`config.mk`:
```
export PLATFORM = sky130hd
export DESIGN_NAME = sensor_driver
export DESIGN_NICKNAME = d
export VERILOG_FILES = /design/src/rtl/sensor_driver.sv
export SDC_FILE = /design/constraint.sdc
export NUM_CORES = 1
export LEC_CHECK = 0
export ABC_AREA = 1
export BUFFER_PORTS_ARGS = -buffer_cell sky130_fd_sc_hd__buf_4
export CORE_ASPECT_RATIO = 0.8
export CORE_MARGIN = 1.5
export CORE_UTILIZATION = 35
export DETAILED_ROUTE_END_ITERATION = 8
export HOLD_SLACK_MARGIN = 0.12
export PLACE_DENSITY = 0.58
export SLEW_MARGIN = 20
export SYNTH_ARGS = -nofsm -noshare
export SYNTH_HDL_FRONTEND = slang
export SYNTH_SLANG_ARGS = --single-unit
```
`constraint.sdc`:
```
create_clock -name clk -period 4.1 [get_ports clk]
set_clock_uncertainty 0.15 [all_clocks]
set_input_delay 0.82 -clock clk [delete_from_list [all_inputs] [get_ports clk]]
set_output_delay 0.82 -clock clk [all_outputs]
set_load 0.01 [all_outputs]
```
`src/rtl/sensor_driver.sv`:
```
`default_nettype none
// ============================================================================
// Module      : sensor_driver
// Description : HC-SR04 ultrasonic ranging driver. A measure request issues a
//               fixed-width trigger pulse, then times the echo pulse in clock
//               cycles and converts it to an 8-bit saturated distance in cm
//               without a divider (sub-counter wraps every CYCLES_PER_CM).
// Ports       : clk      - system clock, rising edge
//               rst      - asynchronous active-low reset
//               measure  - start request, honoured only in IDLE
//               echo     - sensor echo pin (asynchronous, synchronised here)
//               trig     - sensor trigger pin (registered)
//               distance - last measured distance in cm, saturates at 255
// Revision    : 1.0 - initial release
// ============================================================================
module sensor_driver #(
  parameter int CLK_FREQ_HZ    = 50_000_000,
  parameter int TRIG_CYCLES    = 500,
  parameter int CYCLES_PER_CM  = 2900,
  parameter int TIMEOUT_CYCLES = 1_900_000
) (
  input  logic       clk,
  input  logic       rst,
  input  logic       measure,
  input  logic       echo,
  output logic       trig,
  output logic [7:0] distance
);

  // One shared counter covers trigger width, echo wait and echo width.
  localparam int c_MAX_CNT = (TIMEOUT_CYCLES > TRIG_CYCLES) ? TIMEOUT_CYCLES : TRIG_CYCLES;
  localparam int c_CNT_W   = $clog2(c_MAX_CNT + 1);
  localparam int c_SUB_W   = $clog2(CYCLES_PER_CM + 1);

  localparam logic [c_CNT_W-1:0] c_CNT_ZERO     = '0;
  localparam logic [c_CNT_W-1:0] c_CNT_ONE      = c_CNT_W'(1);
  localparam logic [c_CNT_W-1:0] c_TRIG_LAST    = c_CNT_W'(TRIG_CYCLES - 1);
  localparam logic [c_CNT_W-1:0] c_TIMEOUT_LAST = c_CNT_W'(TIMEOUT_CYCLES - 1);
  localparam logic [c_SUB_W-1:0] c_SUB_ZERO     = '0;
  localparam logic [c_SUB_W-1:0] c_SUB_ONE      = c_SUB_W'(1);
  localparam logic [c_SUB_W-1:0] c_SUB_LAST     = c_SUB_W'(CYCLES_PER_CM - 1);
  localparam logic [7:0]         c_CM_MAX       = 8'hFF;

  // Elaboration-time parameter sanity checks.
  if (CLK_FREQ_HZ <= 0) begin : g_bad_clk
    $error("sensor_driver: CLK_FREQ_HZ must be positive");
  end
  if (CYCLES_PER_CM < 2 || TRIG_CYCLES < 1 || TIMEOUT_CYCLES < 2) begin : g_bad_timing
    $error("sensor_driver: CYCLES_PER_CM >= 2, TRIG_CYCLES >= 1, TIMEOUT_CYCLES >= 2 required");
  end

  typedef enum logic [1:0] {
    ST_IDLE      = 2'd0,
    ST_TRIGGER   = 2'd1,
    ST_WAIT_ECHO = 2'd2,
    ST_MEASURE   = 2'd3
  } state_t;

  state_t               r_state, w_state_nxt;
  logic [c_CNT_W-1:0]   r_cnt, w_cnt_nxt;
  logic [c_SUB_W-1:0]   r_sub, w_sub_nxt;
  logic [7:0]           r_cm, w_cm_nxt;
  logic [7:0]           r_distance, w_distance_nxt;
  logic                 r_trig, w_trig_nxt;
  logic                 r_echo_s1, r_echo_s2;

  // State and datapath registers; the echo synchroniser shares the reset.
  always_ff @(posedge clk or negedge rst) begin
    if (!rst) begin
      r_state    <= ST_IDLE;
      r_cnt      <= c_CNT_ZERO;
      r_sub      <= c_SUB_ZERO;
      r_cm       <= 8'd0;
      r_distance <= 8'd0;
      r_trig     <= 1'b0;
      r_echo_s1  <= 1'b0;
      r_echo_s2  <= 1'b0;
    end else begin
      r_state    <= w_state_nxt;
      r_cnt      <= w_cnt_nxt;
      r_sub      <= w_sub_nxt;
      r_cm       <= w_cm_nxt;
      r_distance <= w_distance_nxt;
      r_trig     <= w_trig_nxt;
      r_echo_s1  <= echo;
      r_echo_s2  <= r_echo_s1;
    end
  end

  always_comb begin
    w_state_nxt    = r_state;
    w_cnt_nxt      = r_cnt;
    w_sub_nxt      = r_sub;
    w_cm_nxt       = r_cm;
    w_distance_nxt = r_distance;

    case (r_state)
      ST_IDLE: begin
        if (measure) begin
          w_state_nxt = ST_TRIGGER;
          w_cnt_nxt   = c_CNT_ZERO;
          w_sub_nxt   = c_SUB_ZERO;
          w_cm_nxt    = 8'd0;
        end
      end

      ST_TRIGGER: begin
        if (r_cnt == c_TRIG_LAST) begin
          w_state_nxt = ST_WAIT_ECHO;
          w_cnt_nxt   = c_CNT_ZERO;
        end else begin
          w_cnt_nxt = r_cnt + c_CNT_ONE;
        end
      end

      ST_WAIT_ECHO: begin
        if (r_echo_s2) begin
          // The first high cycle is already part of the echo width.
          w_state_nxt = ST_MEASURE;
          w_cnt_nxt   = c_CNT_ONE;
          w_sub_nxt   = c_SUB_ONE;
          w_cm_nxt    = 8'd0;
        end else if (r_cnt == c_TIMEOUT_LAST) begin
          w_state_nxt    = ST_IDLE;
          w_distance_nxt = c_CM_MAX;
        end else begin
          w_cnt_nxt = r_cnt + c_CNT_ONE;
        end
      end

      ST_MEASURE: begin
        if (!r_echo_s2) begin
          w_state_nxt    = ST_IDLE;
          w_distance_nxt = r_cm;
        end else if (r_cnt == c_TIMEOUT_LAST) begin
          // This cycle makes the width equal to the timeout.
          w_state_nxt    = ST_IDLE;
          w_distance_nxt = c_CM_MAX;
        end else begin
          w_cnt_nxt = r_cnt + c_CNT_ONE;
          // Divider-free conversion: cm ticks each time sub wraps.
          if (r_sub == c_SUB_LAST) begin
            w_sub_nxt = c_SUB_ZERO;
            if (r_cm != c_CM_MAX) begin
              w_cm_nxt = r_cm + 8'd1;
            end
          end else begin
            w_sub_nxt = r_sub + c_SUB_ONE;
          end
        end
      end

      default: begin
        w_state_nxt = ST_IDLE;
      end
    endcase

    // Registered trigger pin: high exactly while in TRIGGER.
    w_trig_nxt = (w_state_nxt == ST_TRIGGER);
  end

  assign trig     = r_trig;
  assign distance = r_distance;

endmodule
`default_nettype wire

```
Word-level counts from Yosys, hierarchy flattened
Index checks and enable logic that the tools add are counted.
Cells by class
  add/sub/neg operators: 3
  muxes and demuxes: 29
  eq/ne operators: 15
  reductions and logical operators: 7
Operators with widths (count)
  two-way mux 21 bit: 5
  one-hot mux 21 bit (4 select lines): 1
  two-way mux 8 bit: 9
  two-way mux 12 bit: 5
  one-hot mux 12 bit (3 select lines): 1
  one-hot mux 8 bit (3 select lines): 1
  adder 21 x 1 -> 21 bit, second input constant: 1
  equality test 21 bit, second input constant: 1
  equality test 21 x 9 -> 1 bit, second input constant: 1
  one-hot mux 8 bit (2 select lines): 1
  inequality test 2 bit, second input constant: 7
  adder 12 x 1 -> 12 bit, second input constant: 1
  equality test 12 bit, second input constant: 1
  two-way mux 2 bit: 5
  adder 8 x 1 -> 8 bit, second input constant: 1
  inequality test 8 bit, second input constant: 1
  one-hot mux 2 bit (4 select lines): 1
  AND reduction 7 bit: 1
  AND reduction 5 bit: 1
  equality test 2 x 1 -> 1 bit, second input constant: 2
  equality test 2 bit, second input constant: 2
  AND reduction 2 bit: 2
  nonzero test 3 bit: 1
  logical NOT 2 bit: 1
  nonzero test 2 bit: 1
Word-level totals
  flip-flop bits (word level): 54
  output and inout bits: 9
  bits of input ports: 4
  word-level logic and storage cells: 62

Depth between registers and ports, before layout
Gate-level depths: netlist of the first run.
  depth after elaboration: 6
  mapped depth: 12

Worst setup path after synthesis of the first run
Ideal clock, no wire load.
  kind: input -> register
  start: input measure
  end: register r_cm[5]
  stages: 10
  arrival: 1.699 ns
  required time: 3.827 ns
  setup slack: 2.128 ns
  cell sequence: inv_1 > nand2_2 > nand2_4 > nor3_4 > nand2_4 > inv_4 > nand3_4 > buf_12 > nand2_2 > o21ai_2
Between the ends
  longest elaborated chain between the ends: 2
RTL lines
  start: declaration: line 24  | input logic measure,
  inequality test 2 bit (no line)
  AND reduction 7 bit (no line)
  end signal: assignment: line 82  | r_cm <= w_cm_nxt;
  end: declaration: line 62  | logic [7:0] r_cm, w_cm_nxt;
Every way passes these cells.
A chain may end at the register's enable or synchronous reset.

Worst setup path in the final report of the first run
  start: register r_state[1]
  end: register r_cnt[14]
Between the ends
  longest elaborated chain between the ends: 3
  elaborated cells on any way between the ends: 8
RTL lines
  start: declaration: line 59  | state_t r_state, w_state_nxt;
  start signal: assignment: line 79  | r_state <= w_state_nxt;
  equality test 2 bit / logical NOT 2 bit (equally long branches): line 97  | case (r_state)
  inequality test 2 bit (no line)
  AND reduction 2 bit (no line)
  end signal: assignment: line 71  | r_cnt <= c_CNT_ZERO;
  end signal: assignment: line 80  | r_cnt <= w_cnt_nxt;
  end: declaration: line 60  | logic [c_CNT_W-1:0] r_cnt, w_cnt_nxt;
Parallel ways exist; a longest one is shown, timed or not.

==> results of run 1 <==
==> synth_stat cells, types with 2 or more instances <==
cell type	n	area, um^2
nand2_1	127	477
nor2_1	62	233
inv_1	60	225
dfrtp_1	54	1350
nand3_1	39	195
o21ai_0	26	130
nand4_1	21	131
a21oi_1	15	75.1
nor3_1	10	50.1
o21ai_2	9	78.8
nand2_2	6	37.5
or2_2	5	31.3
xor2_1	5	43.8
nand2_4	4	45.0
buf_2	3	15.0
clkbuf_1	3	11.3
ha_1	3	37.5
nor2_4	3	33.8
o22ai_1	3	18.8
inv_2	2	7.51
inv_4	2	12.5
nand3b_1	2	15.0
o211ai_1	2	15.0
o21a_1	2	15.0
o31ai_1	2	15.0
==> power groups by stage <==
stage	clock network (mW)	logic, mW	registers, mW
final	0.444	0.356	0.584
after global routing	0.479	0.405	0.589
after CTS	0.461	0.357	0.583
after detailed placement	0	0.357	0.592
after global placement	0	0.352	0.593
after floorplan	0	0.283	0.588
==> state kept, by name, indices dropped and copies added (netlist names) <==
signal	count
r_echo_s1	1
r_echo_s2	1
r_cm	8
distance	8
r_state	2
trig	1
r_cnt	21
r_sub	12
==> routing by layer <==
metal / global-route usage / part of all wire
met1: 0.246 / 0.51
met3: 0.0294 / 0.034
met4: 0.0448 / 0.0074
met5: 0 / 0
met2: 0.251 / 0.45
==> cells by family (layout without fill, tap and decap cells) <==
| kind of cell | Yosys count | after routing | share of synthesized area |
|---|---|---|---|
| and+or+nand+nor | 284 | 284 | 0.382 |
| AOI/OAI and AO/OA | 62 | 62 | 0.109 |
| adders and majority gates | 3 | 3 | 0.0110 |
| DFF | 54 | 54 | 0.396 |
| xor gates and xnor gates | 6 | 6 | 0.0154 |
| buffers and inverters | 72 | 85 | 0.0865 |
==> final cells by class <==
cell class                      instances  area [um^2]  area share
Multi-Input combinational cell        355         1770       0.470
Clock buffer                            5          125      0.0333
Inverter                               65          249      0.0663
Sequential cell                        54         1350       0.360
Timing Repair Buffer                   12         90.1      0.0240
Tap cell                              119          149      0.0396
Clock inverter                          3         26.3     0.00700
==> path summary, 6_finish.rpt <==
kind / start / to / slack (ns)
min: r_echo_s1 / r_echo_s2 / 0.20
max: r_state[1] / r_cnt[14] / 1.72
min reg2reg: r_echo_s1 / r_echo_s2 / 0.20
max in group asynchronous: rst / r_echo_s1 / 2.92
min in group asynchronous: rst / r_sub[4] / 0.42
max reg2reg: r_state[1] / r_cnt[14] / 1.72
==> through the flow <==
stage                     hold slack [ns]  cells  area, um^2  total power, mW  setup slack, ns
after detailed placement            0.190    605        3600            0.949             1.66
after global routing                0.215    613        3760             1.47             1.55
after global placement              0.184    605        3600            0.945             1.73
after floorplan                     0.181    481        3410            0.871             2.13
final                               0.204    613        3760             1.38             1.72
after CTS                           0.208    613        3760             1.40             1.72
==> results.yml, run 1 <==
outcome:
  status: "complete, no violations"
die:
  die_area_um2: 10400
  fp.dieH_um: 91.3
  ios: 13
  fp-row-count: 32
  die_w_um: 113
  core_area_um2: 9570
  floorplan.initialDensity: 0.357
grt:
  grt_overflow: 0
  grtUsageTotal: 0.167
  antenna_found_initial: 0
  grt_max_degree: 55
  grt_pass1_wl_um: 14200
  grt_pass1_vias: 3023
clock_network:
  cts_num_sinks: 54
  worstSkewPairLatency_ns: 0.30
  numCtsBuffers: 5
  cts_tree: "done"
  hold_buffers: 0
  cts-htree-levels: 2
  post_cts_buffers: 0
  ctsResizeCount: 0
  clk_path_buf_depth: 2
  cts_root_buf: "clkbuf_16"
  path_clk_slew_ns: 0.08
critical_path:
  crit_top_cell: "nand2_4"
  path_cells: "nand2_4, inv_4, nand2_4, nand2_4, clkinv_1, o21ai_0, inv_1, nand2_1, nand2_1, inv_1"
  crit_type: "reg -> reg"
  critPathArrivalTime_ns: 2.47
  start_kind: "register"
  path_delay_family: "buffers and inverters"
  crit_slowest_cell: "dfrtp_1"
  r2r_cells: 10
  worstSetupEndpointType: "register"
  path_max_fanout: 19
  path_buf_inv: 4
  max_stage_delay_ns: 0.53
  required_ns: 4.19
  cp_num_cells: 10
job:
  max_cap_viol_count: 0
sta:
  tns_ns: 0
  post-route-min-period_ns: 2.38
  fin_crit_sh: 0.580
  worst-slew-pin-transition_ns: 0.826
  rsz0062_at_grt: "no"
  finalSetupViolations: 0
  max_freq_ghz: 0.421
  hold_viol: 0
  slew_headroom: 0.449
  slew_violations: 0
yosys:
  syn_area_per_cell_um2: 7.09
  async_flop_share: 1.00
  synth_cell_type_count: 36
  synthCells: 481
  synth_enable_flop_cells: 0
  ys_seq_elements: 54
  synth_area_um2: 3410
  synth_flop_cell: "dfrtp_1"
  yosys_warnings: 0
  synth_nets: 488
  synth-seq-area-share: 0.396
power_and_ir_drop:
  p_int_uw: 878
  pwr-share-comb: 0.257
  peakVddDrop_v: 0.000230
  clkPwrFrac: 0.321
  p_leak_nw: 1.77
  switchingPower_uw: 506
  swShare: 0.366
  pwr-share-seq: 0.422
  powerDensity_nw_per_um2: 369
routing:
  antenna_left: 0
  num_vias: 3146
  routed_via_density: 5.13
  dr.pass1.iters: 4
  drt_iter0_markers: 151
  routed_wl_um: 8000
  drcViolationCount: 0
  routedWlPerCell_um: 13.0
place:
  routabilityCongestion: 0.865
  numPortBuffers: 12
  hpwl_um: 5710
cells_and_area:
  nFillCells: 987
  drive_above_1_share: 0.113
  nets: 500
  final_cell_mix: "nand2_1 (127), nor2_1 (62), inv_1 (60), dfrtp_1 (54), nand3_1 (39)"
  syn2layout_area_growth_pct: 10.1
  utilization: 0.393
  layout_commonest_cell: "nand2_1"
  antenna_cells: 0
worst_hold_path:
  hp-class: "reg -> reg"
  hold_depth: 0
Power figures use the tool's default switching activity.
==> run 2, diff against run 1 <==
Clock period 4.1 ns to 2.3 ns, I/O delays scaled along.
==> results.yml, run 2 (synthesis results as in run 1) <==
job:
  max_cap_viol_count: 0
worst_hold_path:
  hp-class: "reg -> reg"
sta:
  fin_crit_sh: 0.911
  slew_headroom: 0.539
  tns_ns: 0
  slew_violations: 0
  post-route-min-period_ns: 2.10
  rsz0062_at_grt: "no"
  holdWs_ns: 0.207
  finalSetupViolations: 0
  worst-slew-pin-transition_ns: 0.691
  max_freq_ghz: 0.477
  hold_viol: 0
place:
  placedCellCount: 616
  numPortBuffers: 12
  hpwl_um: 5930
  routabilityCongestion: 0.918
cells_and_area:
  utilization: 0.403
  drive_above_1_share: 0.134
  syn2layout_area_growth_pct: 13.1
  largest_registers: "r_cnt: 21 flops, r_sub: 12 flops"
  final-seq-area_um2: 1350
  layout_commonest_cell: "nand2_1"
  largest_register_ffs: 21
  multi_input_area_um2: 1770
  regMostFlops: "r_cnt"
  antenna_cells: 0
  finalNonFillerCells: 626
  nets: 513
  nFillCells: 959
  final_cell_mix: "nand2_1 (126), nor2_1 (62), inv_1 (60), dfrtp_1 (54), nand3_1 (39)"
die:
  ios: 13
  fp.dieH_um: 91.3
  die_area_um2: 10400
  fp-row-count: 32
  die_w_um: 113
  floorplan.initialDensity: 0.357
  core_area_um2: 9570
clock_network:
  clk_path_buf_depth: 2
  cts_num_sinks: 54
  worstSkewPairLatency_ns: 0.30
  path_clk_slew_ns: 0.07
  cts_root_buf: "clkbuf_16"
  cts-htree-levels: 2
  numCtsBuffers: 5
  cts_tree: "done"
power_and_ir_drop:
  pwr-share-seq: 0.407
  switchingPower_uw: 915
  powerDensity_nw_per_um2: 659
  clkPwrFrac: 0.311
  p_leak_nw: 1.82
  peakVddDrop_v: 0.000411
  finalPower_mw: 2.54
  p_int_mw: 1.63
  pwr-share-comb: 0.282
  swShare: 0.360
critical_path:
  path_cells: "ha_1, nand2_1, nor2_4, nand2_1, nor2_4, nand2_2, nand2_4, inv_4, nand3_4, nand2_1, o21ai_2"
  worstSetupEndpointType: "register"
  path_max_fanout: 16
  crit_type: "reg -> reg"
  required_ns: 2.37
  crit_slowest_cell: "dfrtp_1"
  path_delay_family: "simple AND/OR/NAND/NOR gates"
  start_kind: "register"
  critPathArrivalTime_ns: 2.17
  max_stage_delay_ns: 0.42
  crit_top_cell: "nand2_1"
  path_buf_inv: 1
routing:
  dr.pass1.iters: 5
  antenna_left: 0
  drcViolationCount: 0
  drt_iter0_markers: 177
  num_vias: 3127
  routed_wl_um: 8080
  routedWlPerCell_um: 12.9
  routed_via_density: 5.00
grt:
  grt_overflow: 0
  grtUsageTotal: 0.168
  antenna_found_initial: 0
  grt_max_degree: 55
  grt_pass1_wl_um: 14000
  grt_pass1_vias: 2879
outcome:
  status: "complete, no violations"
-- run 2: final timing paths --
| kind | from | to | slack [ns] | cells past startpoint |
|---|---|---|---|---|
| worst max-delay path | r_cnt[0] | r_cm[6] | 0.20 | 11 |
| min in group asynchronous | rst | distance[7] | 0.61 | 2 |
| worst min-delay path | r_echo_s1 | r_echo_s2 | 0.21 | 0 |
| worst max register to register | r_cnt[0] | r_cm[6] | 0.20 | 11 |
| max in group asynchronous | rst | r_cnt[20] | 0.94 | 2 |
| worst min register to register | r_echo_s1 | r_echo_s2 | 0.21 | 0 |
-- run 2: area by class of cell --
class,count,area share
Sequential cell,54,0.350
Clock buffer,5,0.0324
Multi-Input combinational cell,355,0.458
Inverter,65,0.0645
Clock inverter,3,0.00648
Tap cell,119,0.0386
Timing Repair Buffer,25,0.0499
-- run 2: routing by layer --
layer	part of all wire	up-vias	routed length [um]	GRT usage
li1	-	1613	-	-
met1	0.53	1423	4260	0.254
met2	0.42	84	3360	0.245
met3	0.047	7	380	0.0254
met4	0.011	0	87	0.0510
met5	0	-	0	0
-- run 2: what timing repair did --
item	4_1_cts	5_1_grt
gates resized for setup	0	1
endpoints found under the hold margin	55	0
hold buffers	2	0
endpoints found under the setup margin	0	1
buffers inserted	0	0
-- run 2: stage by stage --
stage                     setup slack [ns]  area, um^2
after floorplan                      0.446        3410
after detailed placement             0.235        3690
after global routing                0.0211        3860
after CTS                            0.207        3860
final                                0.204        3860
after global placement               0.249        3690
-- run 2: power groups by stage --
stage	combinational (mW)	clock, mW	sequential (mW)
floorplan	0.504	0	1.05
global placement	0.712	0	1.05
detailed placement	0.708	0	1.05
CTS	0.715	0.815	1.04
global route	0.808	0.843	1.04
finish	0.717	0.792	1.04
